[src/rtl/mult_seq_n.sv]
// Sequential shift-add multiplier, WIDTH-generic: {A,B} <= B * S over 2*WIDTH+1 cycles.
// Define MULT_SIGNED_EN for two's-complement operands; the default build is unsigned.
module mult_seq_n #(
  parameter int WIDTH = 8
) (
  input  logic             Clk,
  input  logic             Reset,
  input  logic             ClearA_LoadB,
  input  logic             Run,
  input  logic [WIDTH-1:0] Din,
  output logic [WIDTH-1:0] Aval,
  output logic [WIDTH-1:0] Bval,
  output logic             X,
  output logic             Busy,
  output logic             Done
);

  localparam int IW = (WIDTH > 2) ? $clog2(WIDTH) : 1;
  localparam logic [IW-1:0] I_LAST = IW'(WIDTH - 1);

  typedef enum logic [2:0] {IDLE, CLRA, ADD, SHIFT, HOLD} state_t;

  state_t           state_reg, state_next;
  logic [WIDTH-1:0] a_reg, a_next;
  logic [WIDTH-1:0] b_reg, b_next;
  logic [WIDTH-1:0] s_reg, s_next;
  logic             x_reg, x_next;
  logic [IW-1:0]    i_reg, i_next;
  logic             run_prev_reg;
  logic             busy_reg, busy_next;
  logic             done_reg, done_next;

  logic [WIDTH:0]   a_ext, s_ext, addsub;
  logic             last_step;

  assign last_step = (i_reg == I_LAST);

  // One-bit extension makes the WIDTH+1-bit sum overflow-free.
  always_comb begin
`ifdef MULT_SIGNED_EN
    a_ext  = {a_reg[WIDTH-1], a_reg};
    s_ext  = {s_reg[WIDTH-1], s_reg};
    // The multiplier's MSB carries negative weight, so its partial product is subtracted.
    addsub = last_step ? (a_ext - s_ext) : (a_ext + s_ext);
`else
    a_ext  = {1'b0, a_reg};
    s_ext  = {1'b0, s_reg};
    addsub = a_ext + s_ext;
`endif
  end

  always_comb begin
    state_next = state_reg;
    a_next     = a_reg;
    b_next     = b_reg;
    s_next     = s_reg;
    x_next     = x_reg;
    i_next     = i_reg;
    case (state_reg)
      IDLE: begin
        if (Run && !run_prev_reg) begin
          state_next = CLRA;
        end else if (ClearA_LoadB) begin
          b_next = Din;
          a_next = '0;
          x_next = 1'b0;
        end
      end
      CLRA: begin
        a_next     = '0;
        x_next     = 1'b0;
        s_next     = Din;
        i_next     = '0;
        state_next = ADD;
      end
      ADD: begin
        if (b_reg[0]) begin
          {x_next, a_next} = addsub;
        end
        state_next = SHIFT;
      end
      SHIFT: begin
`ifdef MULT_SIGNED_EN
        {x_next, a_next, b_next} = {x_reg, x_reg, a_reg, b_reg[WIDTH-1:1]};
`else
        {x_next, a_next, b_next} = {1'b0, x_reg, a_reg, b_reg[WIDTH-1:1]};
`endif
        if (last_step) begin
          state_next = HOLD;
        end else begin
          i_next     = i_reg + IW'(1);
          state_next = ADD;
        end
      end
      HOLD: begin
        if (!Run) state_next = IDLE;
      end
      default: state_next = IDLE;
    endcase
    busy_next = (state_next == CLRA) || (state_next == ADD) || (state_next == SHIFT);
    done_next = (state_next == HOLD);
  end

  always_ff @(posedge Clk or posedge Reset) begin
    if (Reset) begin
      state_reg    <= IDLE;
      a_reg        <= '0;
      b_reg        <= '0;
      s_reg        <= '0;
      x_reg        <= 1'b0;
      i_reg        <= '0;
      run_prev_reg <= 1'b0;
      busy_reg     <= 1'b0;
      done_reg     <= 1'b0;
    end else begin
      state_reg    <= state_next;
      a_reg        <= a_next;
      b_reg        <= b_next;
      s_reg        <= s_next;
      x_reg        <= x_next;
      i_reg        <= i_next;
      run_prev_reg <= Run;
      busy_reg     <= busy_next;
      done_reg     <= done_next;
    end
  end

  assign Aval = a_reg;
  assign Bval = b_reg;
  assign X    = x_reg;
  assign Busy = busy_reg;
  assign Done = done_reg;

endmodule

[config.mk]
export PLATFORM = sky130hd
export DESIGN_NAME = mult_seq_n
export DESIGN_NICKNAME = d
export VERILOG_FILES = /design/src/rtl/mult_seq_n.sv
export SDC_FILE = /design/constraint.sdc
export NUM_CORES = 1
export LEC_CHECK = 0
export CAP_MARGIN = 20
export CORE_UTILIZATION = 53
export DETAILED_ROUTE_END_ITERATION = 10
export PLACE_DENSITY = 0.82
export SLEW_MARGIN = 20
export SYNTH_ARGS = -nofsm -noshare
export SYNTH_HDL_FRONTEND = slang
export SYNTH_SLANG_ARGS = --single-unit
[constraint.sdc]
create_clock -name Clk -period 2.1 [get_ports Clk]
set_input_delay 0.42 -clock Clk [delete_from_list [all_inputs] [get_ports Clk]]
set_output_delay 0.42 -clock Clk [all_outputs]
set_load 0.1 [all_outputs]
==> results of run 1 <==
==> per-layer routing <==
metal	track usage (%)	up-vias	wire [um]
met5	0	-	0
met4	7.27	0	46
met3	7.97	5	146
met2	35.9	31	1950
met1	28.6	754	1840
li1	-	785	-
==> area by class of cell <==
cell class              count  area (um2)  area share [%]
well taps                  46        57.6            2.46
clock inverters             2        10.0           0.428
repair buffers             32         268            11.5
clock buffers               6        72.6            3.11
inverters                   7        26.3            1.12
flip-flops and latches     34         861            36.9
multi-input cells         159        1040            44.6
==> path summary, 6_finish.rpt <==
check / startpoint / to / slack, ns
setup / recovery: Aval[0] / X / 0.08
hold / removal: i_reg[0] / i_reg[0] / 0.49
setup reg to reg: Aval[0] / X / 0.08
hold reg to reg: i_reg[0] / i_reg[0] / 0.49
max in group asynchronous: Reset / Aval[5] / 1.24
min in group asynchronous: Reset / Bval[6] / 0.53
==> worst reg2reg max path: stages, from the launching register on <==
cell,delay (ns)
dfrtp_4,0.49
ha_2,0.20
inv_1,0.07
fa_1,0.22
nor2b_4,0.06
o31a_1,0.28
o2111ai_1,0.21
a31oi_1,0.11
mux2_2,0.26
==> cells in the final DEF (no fill, tap or decap), drive strengths merged, types with 3 or more instances in the layout <==
cell / n
nand3: 5
buf: 21
nor2: 25
nor2b: 3
o21ai: 12
a31oi: 4
nand2b: 4
inv: 7
clkdlybuf4s50: 11
clkbuf: 6
a211oi: 3
a21oi: 23
nand2: 37
ha: 10
nor3: 3
dfrtp: 34
mux2i: 10
==> per-stage QoR <==
stage	setup slack (ns)	cells
6_report	0.0845	286
2_1_floorplan	0.00688	206
4_1_cts	0.0744	286
3_3_place_gp	0.162	278
5_1_grt	0.0102	286
3_5_place_dp	0.0847	278
==> cells by family (layout without fill, tap and decap cells) <==
| kind of cell | after synthesis | in the layout | synth area share, % |
|---|---|---|---|
| adders and majority gates | 11 | 11 | 7.32 |
| muxes | 12 | 12 | 6.19 |
| DFF | 34 | 34 | 42.9 |
| and+or+nand+nor | 83 | 83 | 21.0 |
| buffers and inverters | 13 | 47 | 4.67 |
| AOI/OAI and AO/OA | 52 | 52 | 17.5 |
| xor gates and xnor gates | 1 | 1 | 0.442 |
==> impl_metrics.tcl, run 1 <==
set metrics [dict create \
    status "finished, final reports clean" \
    hold_viol 0 \
    port-buffer-count 30 \
    wl_um 3990 \
    setup_tns_ns 0 \
    synth_area_per_cell_um2 9.62 \
    synth_top_area_share_pct 42.9 \
    drive_gt1_share_pct 22.9 \
    rr_worst_depth 8 \
    core_area_mm2 0.00347 \
    drtIter0Drc 105 \
    critical_path.top_delay_family "compound AO/OA/AOI/OAI gates" \
    relSlewSlack_pct 55.8 \
    dieHeight_um 63.2 \
    viasPerCell 5.51 \
    slowest_stage "dfrtp_4" \
    synthTopCellsByArea "dfrtp_1 (43%), nand2_1 (6.8%), ha_1 (6.3%), mux2i_1 (5.1%), nor2_1 (4.4%)" \
    critical_path_class "flip-flop to flip-flop" \
    fin_skew_ns 0.0101 \
    worstPathRequired_ns 2.28 \
    period_share_pct 96.0 \
    synthMostInstantiatedCell "nand2_1" \
    rows 21 \
    syn-num-nets 229 \
    critPathCaptureType "flip-flop" \
    overflow 0 \
    grt_pass1_wl_um 6820 \
    antennaDiodeCount 0 \
    synthArstFlopShare_pct 100 \
    cts_root_buf "clkbuf_8" \
    antenna_found_initial 0 \
    path_cells "ha_2 -> inv_1 -> fa_1 -> nor2b_4 -> o31a_1 -> o2111ai_1 -> a31oi_1 -> mux2_2" \
    synth_top_area_cell "dfrtp_1" \
    path_clk_slew_ns 0.07 \
    synth.distinct_cells 46 \
    cts_setup_buffers 0 \
    post_cts_resized 0 \
    initial_core_util_pct 57.1 \
    hold_slack_ns 0.485 \
    cts_max_path_buffers 2 \
    min_period_ns 2.02 \
    synthesis.instances 206 \
    synth_common_cells "nand2_1 (36), dfrtp_1 (34), nor2_1 (23)" \
    placedInstanceArea_mm2 0.00225 \
    start_kind "flip-flop" \
    grt_max_degree 35 \
    cp_num_cells 8 \
    stdcell_area_mm2 0.00234 \
    gp_congestion 0.848 \
    clock_latency_ns 0.29 \
    cp_data_arrival_time_ns 2.19 \
    drtAntennaViolNets 0 \
    n_fill_cell 294 \
    cts_tree "yes" \
    die_area_mm2 0.00399 \
    yosys_warnings 0 \
    final_util_pct 67.4 \
    whs_path_depth 1 \
    max_freq_mhz 496 \
    path_buf_inv 1 \
    crit_fanout 4 \
    dpl.hpwl_um 2920 \
    num_vias 1575 \
    drtPass1Iterations 4 \
    ys.flop_type "dfrtp_1" \
    ys_seq_area_share_pct 42.9 \
    first_global_vias 1514 \
    die_width_um 63.2 \
    syn_to_final_growth_pct 17.9 \
    crit_path_max_incr_delay_ns 0.49 \
    wl_per_cell_um 13.9 \
    drv_slew 0 \
    maxCapViolCount 0 \
    cts_sinks 34 \
    finalSetupViolCount 0 \
    rsz0062_at_grt "no" \
    synth-seq-cells 34 \
    nets 262 \
    min_path_type "flip-flop to flip-flop" \
    htreeDepth 2 \
    grt_usage_pct 22.6 \
    hold_buffers 0 \
    io_pins 31 \
    synth_edf_count 0 \
    cts-buffers-inserted 5 \
    tightestPinTransition_ns 0.663 \
    drc 0 \
    netlist_area_mm2 0.00198 \
]
Power of run 1 is left out: the tool's default activity adds up to more than one toggle a clock period on the data nets, which glitch-free logic cannot reach.
==> run 2: changes to the inputs <==
- SLEW_MARGIN: 20 -> 5
==> results of run 2 <==
Final layout, timing and power as in run 1 (identical DEF).
Power of run 2 is left out for the same reason.
